### config.mk
export PLATFORM = sky130hd
export DESIGN_NAME = dac_spi_arbiter
export DESIGN_NICKNAME = d
export VERILOG_FILES = /design/src/rtl/dac_spi_arbiter.sv
export SDC_FILE = /design/constraint.sdc
export NUM_CORES = 1
export LEC_CHECK = 0
export CORE_ASPECT_RATIO = 1.1
export CORE_MARGIN = 4
export CORE_UTILIZATION = 30
export DETAILED_ROUTE_END_ITERATION = 12
export PLACE_DENSITY = 0.65
export SLEW_MARGIN = 20
export SYNTH_ARGS = -nofsm -noshare
export SYNTH_HDL_FRONTEND = slang
export SYNTH_SLANG_ARGS = --single-unit
### constraint.sdc
create_clock -name clk -period 2.5 [get_ports clk]
set_clock_uncertainty 0.2 [all_clocks]
set_input_delay 0.5 -clock clk [delete_from_list [all_inputs] [get_ports clk]]
set_output_delay 0.5 -clock clk [all_outputs]
set_load 0.02 [all_outputs]
### src/rtl/dac_spi_arbiter.sv
// dac_spi_arbiter: shares one DAC SPI master among NUM_REQ requesters.
// Per-transfer round-robin arbitration, optional ownership lock across
// several transfers, and a programmable chip-select idle gap between frames.
//
// state          | meaning
// ---------------+-----------------------------------------------------------
// ST_IDLE        | no frame in flight; arbitrate, or serve only the lock owner
// ST_TRANSFER    | spi_arm high, waiting for spi_finished
// ST_WAIT_DISARM | req_finished high, waiting for requester and SPI to drop
// ST_GAP         | chip-select idle gap, GAP+1 cycles
module dac_spi_arbiter #(
  parameter int NUM_REQ = 3,
  parameter int DAC_WID = 24,
  parameter int GAP_WID = 8,
  parameter int GAP     = 10
) (
  input  logic                       clk,
  input  logic                       rst,
  input  logic [NUM_REQ-1:0]         req_arm,
  input  logic [NUM_REQ-1:0]         req_lock,
  input  logic [NUM_REQ*DAC_WID-1:0] req_mosi,
  output logic [NUM_REQ-1:0]         req_finished,
  output logic [DAC_WID-1:0]         req_miso,
  output logic [NUM_REQ-1:0]         grant,
  output logic                       busy,
  output logic                       spi_arm,
  input  logic                       spi_finished,
  output logic [DAC_WID-1:0]         spi_mosi,
  input  logic [DAC_WID-1:0]         spi_miso
);

  localparam int PTR_W = (NUM_REQ > 1) ? $clog2(NUM_REQ) : 1;

  typedef enum logic [1:0] {
    ST_IDLE,
    ST_TRANSFER,
    ST_WAIT_DISARM,
    ST_GAP
  } state_t;

  state_t             state, state_nxt;
  logic [PTR_W-1:0]   rr_ptr, rr_ptr_nxt;
  logic [PTR_W-1:0]   owner, owner_nxt;
  logic               lock_valid, lock_valid_nxt;
  logic [GAP_WID-1:0] gap_cnt, gap_cnt_nxt;
  logic [NUM_REQ-1:0] grant_nxt, req_finished_nxt;
  logic [DAC_WID-1:0] spi_mosi_nxt, req_miso_nxt;
  logic               spi_arm_nxt;

  logic               cand_hit;
  logic [PTR_W-1:0]   cand, scan_idx;
  logic               start;
  logic [PTR_W-1:0]   sel;

  // Round-robin candidate: first armed requester at or after rr_ptr, wrapping.
  always_comb begin
    cand_hit = 1'b0;
    cand     = '0;
    scan_idx = '0;
    for (int k = 0; k < NUM_REQ; k++) begin
      scan_idx = PTR_W'((int'(rr_ptr) + k) % NUM_REQ);
      if (!cand_hit && req_arm[scan_idx]) begin
        cand_hit = 1'b1;
        cand     = scan_idx;
      end
    end
  end

  // Next-state and next-output logic; everything holds unless a state acts.
  always_comb begin
    state_nxt        = state;
    rr_ptr_nxt       = rr_ptr;
    owner_nxt        = owner;
    lock_valid_nxt   = lock_valid;
    gap_cnt_nxt      = gap_cnt;
    grant_nxt        = grant;
    req_finished_nxt = req_finished;
    spi_mosi_nxt     = spi_mosi;
    req_miso_nxt     = req_miso;
    spi_arm_nxt      = spi_arm;
    start            = 1'b0;
    sel              = cand;

    case (state)
      ST_IDLE: begin
        if (lock_valid) begin
          sel = owner;
          if (!req_lock[owner]) begin
            // Owner released the lock; open arbitration on the next cycle.
            lock_valid_nxt = 1'b0;
            grant_nxt      = '0;
          end else begin
            start = req_arm[owner];
          end
        end else begin
          start = cand_hit;
        end

        if (start) begin
          grant_nxt      = NUM_REQ'(1) << sel;
          spi_mosi_nxt   = req_mosi[int'(sel)*DAC_WID +: DAC_WID];
          spi_arm_nxt    = 1'b1;
          rr_ptr_nxt     = (int'(sel) == NUM_REQ-1) ? '0 : sel + PTR_W'(1);
          lock_valid_nxt = req_lock[sel];
          owner_nxt      = sel;
          state_nxt      = ST_TRANSFER;
        end
      end

      ST_TRANSFER: begin
        if (spi_finished) begin
          spi_arm_nxt      = 1'b0;
          req_miso_nxt     = spi_miso;
          req_finished_nxt = grant;
          state_nxt        = ST_WAIT_DISARM;
        end
      end

      ST_WAIT_DISARM: begin
        if (!req_arm[owner] && !spi_finished) begin
          req_finished_nxt = '0;
          gap_cnt_nxt      = '0;
          state_nxt        = ST_GAP;
        end
      end

      ST_GAP: begin
        if (gap_cnt != GAP_WID'(GAP)) begin
          gap_cnt_nxt = gap_cnt + GAP_WID'(1);
        end else begin
          state_nxt = ST_IDLE;
          if (!lock_valid) grant_nxt = '0;
        end
      end

      default: state_nxt = ST_IDLE;
    endcase
  end

  // State and registered outputs; reset drops spi_arm at once.
  always_ff @(posedge clk) begin
    if (rst) begin
      state        <= ST_IDLE;
      rr_ptr       <= '0;
      owner        <= '0;
      lock_valid   <= 1'b0;
      gap_cnt      <= '0;
      grant        <= '0;
      req_finished <= '0;
      spi_mosi     <= '0;
      req_miso     <= '0;
      spi_arm      <= 1'b0;
      busy         <= 1'b0;
    end else begin
      state        <= state_nxt;
      rr_ptr       <= rr_ptr_nxt;
      owner        <= owner_nxt;
      lock_valid   <= lock_valid_nxt;
      gap_cnt      <= gap_cnt_nxt;
      grant        <= grant_nxt;
      req_finished <= req_finished_nxt;
      spi_mosi     <= spi_mosi_nxt;
      req_miso     <= req_miso_nxt;
      spi_arm      <= spi_arm_nxt;
      busy         <= (state_nxt != ST_IDLE);
    end
  end

endmodule

# Yosys cells after proc, flatten, opt, wreduce, memory -nomap -nowiden
# Index checks and enable logic that the tools add are counted.
# W data, S select, Z words.
# word_totals
regBits,71
inputBits,105
word_cells,105
out_inout_bits,56
# op_classes
multipliers,1
n_mux,47
n_addsub,4
shift,2
div,3
n_reduce_logical,19
magnitude_cmp,5
eq_ne,13
# ops
cell,count
$shiftx A72 B8 Y24,1
$mod A32 B3 Y32 const B,2
$mod A3 B3 Y32 const B,1
$mux W3,7
$mux W2,10
$mux W1,17
$mux W8,2
$pmux W8 S2,1
$lt A2 B3 Y1 const B,5
$bmux W1 S2,6
$pmux W3 S2,2
$ne A2 B2 Y1 const B,5
$reduce_bool A2 Y1,5
$reduce_and A3 Y1,3
$add A8 B1 Y8 const B,1
$ne A8 B4 Y1 const B,1
$pmux W2 S4,1
$eq A2 B2 Y1 const B,3
$ne A3 B2 Y1 const B,2
$reduce_and A5 Y1,1
$logic_not A1 Y1,4
$mul A2 B2 Y4 const B,1
$reduce_and A2 Y1,2
$add A2 B1 Y3 const B,1
other kinds (8),10

# Logic depth before layout (Yosys ltp)
# logic_depth
word_depth,15
depth_mapped,11
mapped_depth_nobuf,8

# Worst setup path after synthesis
# No wires, ideal clock.
# synth_path
path_kind,reg-to-reg
start,register rr_ptr[0]
end,register spi_mosi[23]
synth_period_minus_slack_ns,2.667
arrival_time_ns,2.376
setup_ns,0.091
n_path_buf,2
setup_slack_ns,-0.167
path_stages_with_launch,11
path_cell_list,dfxtp_1 > inv_1 > ha_1 > buf_6 > mux2_4 > mux2_2 > o41ai_2 > o22a_4 > buf_6 > a31oi_1 > a311oi_1
# synth_via
elab_chain_cells,14
word_cells_on_any_way,28
# synth_lines
element,line_no,source
from (decl),42,"logic [PTR_W-1:0] rr_ptr, rr_ptr_nxt;"
from (signal assigned),156,rr_ptr <= rr_ptr_nxt;
branches (longest 14 deep; another with $mod A32 B3 Y32),-,
to (signal assigned),162,spi_mosi <= spi_mosi_nxt;
to (decl),28,"output logic [DAC_WID-1:0] spi_mosi,"
# Several ways; the timed one is not identified. The select of a mux whose other input is x is not followed.
# A chain may end at the register's enable or synchronous reset.

# Final worst setup path
# layout_path
start,register rr_ptr[0]
end,register spi_mosi[17]
# Same word-level chain as after synthesis.

==> metrics.md <==
| Metric | Value |
|---|---|
| Post-DRT Antenna Nets | 0 |
| Cell Rows | 41 |
| Area leader, netlist | dfxtp_1 |
| Vias in the first global route | 3,942 |
| Critical path launch point type | flip-flop |
| Crit-path max FO | 6 |
| Cell Area, Synth | 3510 um^2 |
| Synth top area share | 40.5% |
| Area growth from synthesis to layout | 77.4% |
| Ranking of synthesized cells by area | dfxtp_1, nand3_1, nand2_1 |
| Largest net degree at the start of global routing | 29 |
| Total wire length | 12.3 mm |
| Clock sink total | 71 |
| Starting DRT DRC Count | 249 |
| Commonest non-fill, non-tap cell in the layout | clkdlybuf4s50_1 |
| Vias/cell | 5.16 |
| Fin crit share | 100% |
| Unrepaired setup endpoints after global routing | true |
| Post-route minimum period | 2500 ps |
| Fin. Hold Viols | 0 |
| WL/cell | 16.0 um |
| Sw Ratio | 40.6% |
| Fmax | 400 MHz |
| Worst slew pin tran | 460 ps |
| Post-Syn Instances | 431 |
| Part of the power in registers | 20.7% |
| Switching power | 3.18 mW |
| Root Driver | clkbuf_16 |
| Gate power share | 61.4% |
| # setup viols final | 0 |
| Die width | 111 um |
| Detailed Place HPWL | 8.57 mm |
| HP Class | flip-flop to flip-flop |
| Synth Warn # | 0 |
| Max-cap violations | 0 |
| Chip height | 121 um |
| Cts bufs inserted | 9 |
| Most used DFF post-synth | dfxtp_1 |
| Layout fillers | 1,024 |
| Residual DRC | 0 |
| Met2 Resource Use GR | 29.5% |
| EDFF count, synth | 0 |
| Pre-CTS setup slack | -455 ps |
| Max-slew violations | 0 |
| P_int | 4.65 mW |
| Syn_area_per_cell | 8.14 um^2 |
| Drt first pass iters | 5 |
| DR vias | 3,966 |
| Design Power | 7.83 mW |
| Synth async-reset ratio | 0% |
| Count of buffers from port buffering | 160 |
| Grt ovf | 0 |
| Met1 usage | 20.2% |
| WP data required | 2530 ps |
| Most Used Layer, Global Route | met2 |
| Routability cong. | 0.882 |
| Cell variety after synth | 51 |
| CTS max path bufs | 2 |
| Sequential share of the synthesized area | 40.5% |
| Initial Util | 30.7% |
| Final WS setup | 0.887 ps |
| Htree depth | 3 |
| Leakage | 2.29 nW |
| Worst setup path class | flip-flop to flip-flop |
| Clock latency at the later pin of the worst-skew pair | 330 ps |
| Worst setup EP type | flip-flop |
| TritonCTS clock tree | yes |
| All-Layer GR Usage | 17.0% |
| Ant. Diodes | 0 |
| Clock Power Share | 17.9% |
| Share of cells above drive strength 1 | 18.0% |
| Crit path DAT | 2530 ps |
| Die area | 13,500 um^2 |
| Power per cell area | 1260 nW/um^2 |
| Final net count | 724 |
| Met3 usage | 4.64% |
| Net Count, Synth | 542 |
| Synth Register Bits | 71 |
| CTS clk-pin slew, worst paths | 60 ps |
| Status | complete, no violations |
| Global-route wire length before repair | 19.1 mm |
| Commonest cells after routing, fill and taps aside | clkdlybuf4s50_1, dfxtp_1, nand2_1 |
| Placeable Area | 11,400 um^2 |
| Worst vdd ir | 657 uV |
| Max_slew headroom | 69.2% |
| Initial antenna violation count | 0 |
| IO Pins | 161 |
==> metrics by stage <==
step	util [%]	setup TNS, ps	hold slack, ps	area [um^2]	cells
6_report	54.4	0	253	6220	768
5_1_grt	54.4	-1400	271	6220	768
4_1_cts	52.1	-22.4	256	5970	762
3_5_place_dp	47.9	-12320	247	5480	741
3_3_place_gp	47.9	-10850	242	5480	741
2_1_floorplan	-	0	251	3540	431
==> routing by layer <==
metal | up-vias | wire length (um)
li1 | 1925 | -
met1 | 1858 | 5050
met2 | 165 | 6070
met3 | 18 | 951
met4 | 0 | 250
met5 | - | 0
==> Yosys cell counts, types with 4 or more instances <==
master / count
inv_1: 7
clkbuf_1: 21
xor2_1: 4
ha_1: 6
dfxtp_1: 71
buf_6: 7
nor2b_1: 4
a31oi_1: 27
a21oi_1: 35
mux2i_1: 5
nor2_1: 43
a32o_1: 4
nand2b_1: 5
nand3_1: 56
a311oi_1: 24
nand2_1: 61
==> logic make-up (layout without fill, tap and decap cells) <==
family | count (synthesis) | in the layout | synth area share [%]
xor gates and xnor gates | 6 | 6 | 1.50
muxes | 9 | 9 | 2.82
DFF | 71 | 71 | 40.5
buffers and inverters | 43 | 230 | 6.53
adders and majority gates | 6 | 6 | 2.14
and+or+nand+nor | 186 | 186 | 24.1
AOI/OAI and AO/OA | 110 | 110 | 22.4
==> power groups by stage <==
stage               Clock, mW  Combinational, mW  Sequential, mW
global placement            0               3.91            1.61
detailed placement          0               3.97            1.62
finish                   1.40               4.81            1.62
global route             1.48               5.19            1.65
floorplan                   0               2.26            1.84
CTS                      1.43               4.20            1.61
==> registers in the layout (all words and copies together), names as in the netlist <==
| register | count |
|---|---|
| rr_ptr | 2 |
| lock_valid | 1 |
| req_miso | 24 |
| busy | 1 |
| grant | 3 |
| spi_arm | 1 |
| spi_mosi | 24 |
| gap_cnt | 8 |
| state | 2 |
| req_finished | 3 |
| owner | 2 |
==> critical path: stages, from the launching register on <==
cell and delay (ps):
dfxtp_4 390, inv_4 50, ha_4 160, mux2_4 290, mux2_4 290, nor2b_4 160
a31oi_4 290, clkbuf_16 220, nand3_1 80, a311oi_1 260
==> worst paths after layout <==
check | start | to | slack, ps | cells after the start
setup reg to reg | rr_ptr[0]$_SDFFE_PP0P_ | spi_mosi[17]$_SDFFE_PP0P_ | 0.9 | 9
hold reg to reg | req_miso[17]$_SDFFE_PP0P_ | req_miso[17]$_SDFFE_PP0P_ | 250 | 2
hold / removal | req_miso[17]$_SDFFE_PP0P_ | req_miso[17]$_SDFFE_PP0P_ | 250 | 2
setup / recovery | rr_ptr[0]$_SDFFE_PP0P_ | spi_mosi[17]$_SDFFE_PP0P_ | 0.9 | 9
==> area by class of cell <==
type | instances | area (um^2) | area share [%]
timing repair buffer | 207 | 2140 | 34.4
clock inverter | 6 | 92.6 | 1.49
sequential | 71 | 1430 | 23.0
multi-input combinational | 317 | 2100 | 33.7
clock buffer | 10 | 239 | 3.84
tap | 150 | 188 | 3.02
inverter | 7 | 31.3 | 0.503
==> what timing repair did <==
item,CTS,global route
gates resized for setup,24,28
endpoints found under the setup margin,29,36
hold buffers,0,0
pin swaps,3,4
endpoints found under the hold margin,0,0
buffers inserted,3,3
cloned,2,4
(Power assumes the default switching activity.)
